File: config.mk
export PLATFORM = sky130hd
export DESIGN_NAME = fwd_hazard_unit
export DESIGN_NICKNAME = d
export VERILOG_FILES = /design/src/rtl/mips_pipe_pkg.sv /design/src/rtl/hazard_slot.sv /design/src/rtl/fwd_hazard_unit.sv
export SDC_FILE = /design/constraint.sdc
export NUM_CORES = 1
export LEC_CHECK = 0
export CAP_MARGIN = 20
export CORE_UTILIZATION = 48
export DETAILED_ROUTE_END_ITERATION = 8
export PLACE_DENSITY = 0.81
export SYNTH_ARGS = -nofsm -noshare
export SYNTH_HDL_FRONTEND = slang
export SYNTH_SLANG_ARGS = --single-unit
File: constraint.sdc
create_clock -name i_clk -period 2.19 [get_ports i_clk]
set_input_delay 0.219 -clock i_clk [delete_from_list [all_inputs] [get_ports i_clk]]
set_output_delay 0.219 -clock i_clk [all_outputs]
set_load 0.02 [all_outputs]
File: src/rtl/mips_pipe_pkg.sv
// mips_pipe_pkg: shared forwarding-select codes, register names and scoreboard slot type
package mips_pipe_pkg;
  localparam logic [1:0] FWD_RF  = 2'b00;
  localparam logic [1:0] FWD_WB  = 2'b01;
  localparam logic [1:0] FWD_MEM = 2'b10;
  localparam logic [4:0] REG_ZERO = 5'd0;
  localparam logic [4:0] REG_RA   = 5'd31;
  typedef struct packed {
    logic       valid;
    logic       wr_en;
    logic [4:0] dest;
    logic       is_load;
  } sb_slot_t;
endpackage

File: src/rtl/hazard_slot.sv
// hazard_slot: one scoreboard stage register with load/hold/bubble and async clear
module hazard_slot
  import mips_pipe_pkg::*;
(
  input  logic     i_clk,
  input  logic     i_rst_n,
  input  logic     i_load,
  input  logic     i_bubble,
  input  sb_slot_t i_d,
  output sb_slot_t o_q
);
  always_ff @(posedge i_clk or negedge i_rst_n)
    if (!i_rst_n) o_q <= '0;
    else if (i_load) o_q <= i_bubble ? '0 : i_d;
endmodule

File: src/rtl/fwd_hazard_unit.sv
// fwd_hazard_unit: EX operand-forward selects and load-use stall; FWD_HAZARD_STATS_EN adds stall/forward counters
module fwd_hazard_unit
  import mips_pipe_pkg::*;
#(
  parameter int NB_ADDR = 5,
  parameter int NB_FWD  = 2
) (
  input  logic               i_clk,
  input  logic               i_rst_n,
  input  logic               i_halt,
  input  logic               i_flush,
  input  logic               i_id_valid,
  input  logic [NB_ADDR-1:0] i_id_rs,
  input  logic [NB_ADDR-1:0] i_id_rt,
  input  logic               i_id_uses_rt,
  input  logic               i_id_wr_en,
  input  logic [NB_ADDR-1:0] i_id_dest,
  input  logic               i_id_mem_read,
  output logic [NB_FWD-1:0]  o_forwardA,
  output logic [NB_FWD-1:0]  o_forwardB,
  output logic               o_stall
`ifdef FWD_HAZARD_STATS_EN
  ,
  output logic [31:0]        o_stall_count,
  output logic [31:0]        o_fwd_count
`endif
);
  sb_slot_t ex_q, mem_q, wb_q, ex_d;
  logic ex_wr, mem_wr, haz, bubble;
  logic [NB_FWD-1:0] fwd_a_nx, fwd_b_nx;
  logic unused_wb;
  assign unused_wb = ^{wb_q, REG_RA};
  assign ex_wr  = ex_q.valid && ex_q.wr_en && ex_q.dest != REG_ZERO;
  assign mem_wr = mem_q.valid && mem_q.wr_en && mem_q.dest != REG_ZERO;
  assign haz = ex_wr && ex_q.is_load && i_id_valid &&
               (ex_q.dest == i_id_rs || (i_id_uses_rt && ex_q.dest == i_id_rt));
  assign o_stall = haz && !i_flush && !i_halt;
  assign bubble  = o_stall || i_flush || !i_id_valid;
  assign ex_d = '{valid: 1'b1, wr_en: i_id_wr_en, dest: i_id_dest, is_load: i_id_mem_read};
  // EX beats MEM so the youngest producer wins
  always_comb begin
    fwd_a_nx = (ex_wr && ex_q.dest == i_id_rs) ? FWD_MEM :
               (mem_wr && mem_q.dest == i_id_rs) ? FWD_WB : FWD_RF;
    fwd_b_nx = !i_id_uses_rt ? FWD_RF :
               (ex_wr && ex_q.dest == i_id_rt) ? FWD_MEM :
               (mem_wr && mem_q.dest == i_id_rt) ? FWD_WB : FWD_RF;
  end
  hazard_slot u_ex  (.i_clk(i_clk), .i_rst_n(i_rst_n), .i_load(!i_halt), .i_bubble(bubble), .i_d(ex_d),  .o_q(ex_q));
  hazard_slot u_mem (.i_clk(i_clk), .i_rst_n(i_rst_n), .i_load(!i_halt), .i_bubble(1'b0),   .i_d(ex_q),  .o_q(mem_q));
  hazard_slot u_wb  (.i_clk(i_clk), .i_rst_n(i_rst_n), .i_load(!i_halt), .i_bubble(1'b0),   .i_d(mem_q), .o_q(wb_q));
  always_ff @(posedge i_clk or negedge i_rst_n)
    if (!i_rst_n) begin
      o_forwardA <= FWD_RF;
      o_forwardB <= FWD_RF;
    end else if (!i_halt) begin
      o_forwardA <= bubble ? FWD_RF : fwd_a_nx;
      o_forwardB <= bubble ? FWD_RF : fwd_b_nx;
    end
`ifdef FWD_HAZARD_STATS_EN
  always_ff @(posedge i_clk or negedge i_rst_n)
    if (!i_rst_n) begin
      o_stall_count <= '0;
      o_fwd_count   <= '0;
    end else if (!i_halt) begin
      if (o_stall && o_stall_count != '1) o_stall_count <= o_stall_count + 32'd1;
      if (!bubble && (fwd_a_nx != FWD_RF || fwd_b_nx != FWD_RF) && o_fwd_count != '1)
        o_fwd_count <= o_fwd_count + 32'd1;
    end
`endif
endmodule
# --- Word level (Yosys, flattened, before mapping) ---
# Index checks and enable logic that the tools add are counted.
totals:
  reg_bits: 19
  inputBits: 23
  out_inout_bits: 5
  elab_cells: 43
classes:
  eq_ne: 4
  mux: 8
  n_reduce_logical: 22
op_table:
  columns: ["operator", "count"]
  rows:
  - ["$eq A5 B5 Y1", 4]
  - ["$logic_and A1 B1 Y1", 14]
  - ["$mux W2", 5]
  - ["$reduce_bool A5 Y1", 2]
  - ["$mux W8", 1]
  - ["$logic_not A1 Y1", 3]
  - ["$logic_or A1 B1 Y1", 3]
  - ["$mux W1", 2]

# --- Longest topological paths before layout ---
depth:
  depth_word: 10
  mapped_depth: 5
  depth_no_buf: 5

# --- Modules after synthesis ---
# Synthesis repeated with hierarchy kept, for this count alone.
hier_totals:
  hier_cells: 126
  hier_area_um2: 1209.9
modules_own_cells:
  columns: ["mod", "instances", "cells_per_inst", "area_per_inst_um2", "seq_area_each_um2"]
  rows:
  - ["hazard_slot", 2, 33, 341.6, 200.2]
  - ["fwd_hazard_unit", 1, 60, 526.8, 100.1]

# --- Worst setup path after synthesis ---
# OpenSTA, ideal clock, no wires.
synth_path:
  path_kind: "reg-to-output"
  start: "register u_ex.o_q[3] in the netlist's numbering"
  end: "output port o_stall"
  t_arrival_ns: 2.199
  required_time_ns: 1.971
  slack_ns: -0.228
  path_stages_with_launch: 5
  n_path_buf: 0
  cell_sequence: "dfrtp_1 inv_1 a2111oi_4 nand4b_4 a2111oi_0"
synth_between:
  elab_chain_len: 7
  word_cells_on_any_way: 11
  cone_classes: "eq/ne: 2; reduce/logical: 9"
synth_lines:
  columns: ["item", "line_no", "rtl"]
  rows:
  - ["start: declaration", "hazard_slot.sv:10", "output sb_slot_t o_q"]
  - ["start signal: assignment", "hazard_slot.sv:14", "else if (i_load) o_q <= i_bubble ? '0 : i_d;"]
  - ["$reduce_bool A5 Y1", "fwd_hazard_unit.sv:33", "assign ex_wr = ex_q.valid && ex_q.wr_en && ex_q.dest != REG_ZERO;"]
  - ["$logic_and A1 B1 Y1", "fwd_hazard_unit.sv:33", null]
  - ["$logic_and A1 B1 Y1 (2 in a row)", "fwd_hazard_unit.sv:35", "assign haz = ex_wr && ex_q.is_load && i_id_valid &&"]
  - ["$logic_and A1 B1 Y1 *", "fwd_hazard_unit.sv:35", null]
  - ["$logic_and A1 B1 Y1 * (2 in a row)", "fwd_hazard_unit.sv:37", "assign o_stall = haz && !i_flush && !i_halt;"]
  - ["end: declaration", "fwd_hazard_unit.sv:21", "output logic o_stall"]
# Mark *: on every way between the ends. The rest lies on a longest branch, timed or not.

# --- Worst setup path after layout ---
layout_path:
  start: "register u_ex.o_q[1] in the netlist's numbering"
  end: "output port o_stall"
# The elaborated chain is that of the path after synthesis.

==> flow_summary.ini <==
[yosys]
synth_area_leader_cell = dfrtp_1
yosys_warnings = 0
ys_ff_latch = 19
syn_avg_cell_area_um2 = 10.2
synth.area.top_cells = dfrtp_1, xor2_1, nand2_1
synth.distinct_cells = 29
synth_nets = 130
yosys.area.top_type_share_pct = 43.4
ys_seq_area_share_pct = 43.4
syn_inst = 107
syn_area_um2 = 1090

[critical_path]
worstSetupEndpointType = primary output
required_ns = 1.97
r2r-end = o_forwardB[0]
crit_type = reg2out
crit_fanout = 5
worstPathArrival_ns = 1.93
crit_path_start_kind = flop
r2r_setup_slack_ns = 0.06
r2r_cells = 7
r2r-start = u_ex.o_q[1]

[clock_network]
clock_path_buffers = 2
cts-root-buf = clkbuf_4
cts_sinks = 19
cts_made_buffers = 3
cts_max_level = 1
insertion_delay_ns = 0.30
cts_tree = built
clkTransAtPathRegs_ns = 0.11

[cells_and_area]
antenna_cells = 0
layout.cells.non_filler = 185
nNetsFinal = 182
regArea_um2 = 478
layout_commonest_cell = clkdlybuf4s50_1
layout-drive-gt1-share_pct = 27.2
layout_common_cells = clkdlybuf4s50_1, nand2_1, buf_4
multi_input_area_um2 = 619
area_growth_pct = 48.8
fin_area_um2 = 1630
fillers = 139

[place]
hpwl_um = 2150
place.gp.congestion = 0.823
placed_area_um2 = 1570
place_inst = 180
io_buffer_count = 27

[detailed_routing]
drtIter0Drc = 29
vias_per_cell = 5.54
wire_per_inst_um = 15.8
drtPass1Iterations = 4
vias = 1024
ant_nets = 0
wl_um = 2920
drc = 0

[status]
outcome = finished clean

[sta]
min_period_ns = 2.15
finalHoldViolations = 0
fin_crit_sh_pct = 98.3
fmax_ghz = 0.464
timing.hold.ws_ns = 0.245
skew_ns = 0.00916
slew_violations = 0
tightest_slew_ns = 0.361
setup_violations = 0
timing.slew.headroom_pct = 76.0
rsz0062_at_grt = yes

[power_and_ir_drop]
vdd_ir_drop_max_uv = 315
pwr_density_cell_nw_per_um2 = 464
total_leakage_power_nw = 0.707

[grt]
grt_pass1_vias = 1062
met3_usage_pct = 5.56
grtUsageMet1_pct = 32.4
grt_util_met2_pct = 43.7
antenna_found_initial = 0
grt_pass1_wl_um = 4740
grt_max_degree = 21
grt_overflow = 0
grt_use_total_pct = 26.1
grt.busiest_layer = met2

[floorplanning]
rows = 16
die_y_um = 49.8
core_um2 = 2060
die_area_um2 = 2480
ioPinCount = 28
initial_core_util_pct = 53.1
die_x_um = 49.8

[run]
drv_cap = 0

[min_path]
holdCritPathClass = in2async
==> critical path: stages (launching register included) <==
cell	delay, ns
dfrtp_2	0.47
buf_4	0.16
or4_1	0.52
o211ai_4	0.24
a2111oi_4	0.07
buf_4	0.17
==> flip-flops by register name, summed over array words and instances (netlist names) <==
signal and flops:
u_mem.o_q 7, o_forwardA 2, u_ex.o_q 8, o_forwardB 2
==> metal layers <==
metal	up-vias	share of wire, %
met3	6	5.3
met5	-	0
li1	478	-
met1	502	42
met4	0	1.4
met2	38	51
==> through the flow <==
step,setup TNS [ns],power [mW],worst slack [ns],util [%]
after floorplan,0,0.472,0.0180,-
after detailed placement,-0.448,0.574,-0.448,76.0
after CTS,0,0.752,0.0464,78.0
final,0,0.756,0.0369,79.0
after global placement,-0.406,0.566,-0.406,76.0
after global routing,-0.0590,0.789,-0.0405,79.0
==> synthesized netlist by cell type <==
master and n:
a2111oi_4 1, o21ai_0 9, clkbuf_1 2, xnor2_1 5, and2_1 1, o21ai_1 1, nor2_1 2, nor2b_1 3
mux2_2 6, buf_1 1, nor4_1 2, a211oi_4 1, o211ai_4 1, dfrtp_1 19, o211ai_1 2, o22ai_1 1
inv_1 4, nand3_1 2, a2111oi_0 1, nand2_1 22, and2b_1 1, a21oi_1 1, o41ai_2 1, nand4b_4 1
xor2_1 11, o2111ai_1 1, o41ai_1 2, or4_1 2, nor3_1 1
==> logic make-up (layout without fill, tap and decap cells) <==
family | count (synthesis) | after routing | synth area share [%]
and+or+nand+nor | 37 | 37 | 17.3
AOI/OAI and AO/OA | 22 | 22 | 17.9
muxes | 6 | 6 | 6.17
buffers and inverters | 7 | 58 | 2.40
xor gates and xnor gates | 16 | 16 | 12.8
DFF | 19 | 19 | 43.4
==> worst max path at each step <==
stage	from	end	slack, ns	cells past startpoint
2_1_floorplan	u_ex.o_q[3]	o_stall	0.02	4
3_3_place_gp	i_id_rs[0]	o_stall	-0.41	6
3_5_place_dp	i_id_rs[0]	o_stall	-0.45	6
4_1_cts	u_ex.o_q[1]	o_stall	0.05	5
5_1_grt	u_ex.o_q[4]	o_stall	-0.04	5
6_report	u_ex.o_q[1]	o_stall	0.04	5
==> layout make-up <==
cell class | count | area share, %
timing repair buffer | 50 | 28.0
multi-input combinational | 81 | 38.0
clock buffer | 4 | 1.61
sequential | 19 | 29.3
tap | 27 | 2.07
inverter | 4 | 0.922
==> report_power, final <==
group / internal (mW) / switching [mW]
clock: 0.0710 / 0.109
sequential: 0.370 / 0.0235
combinational: 0.103 / 0.0791
==> timing repair <==
action | CTS | global route
endpoints found under the setup margin | 1 | 1
setup buffers | 1 | 0
resized for setup | 9 | 4
hold buffers | 0 | 0
pin swaps | 0 | 1
Power figures use the tool's default switching activity.
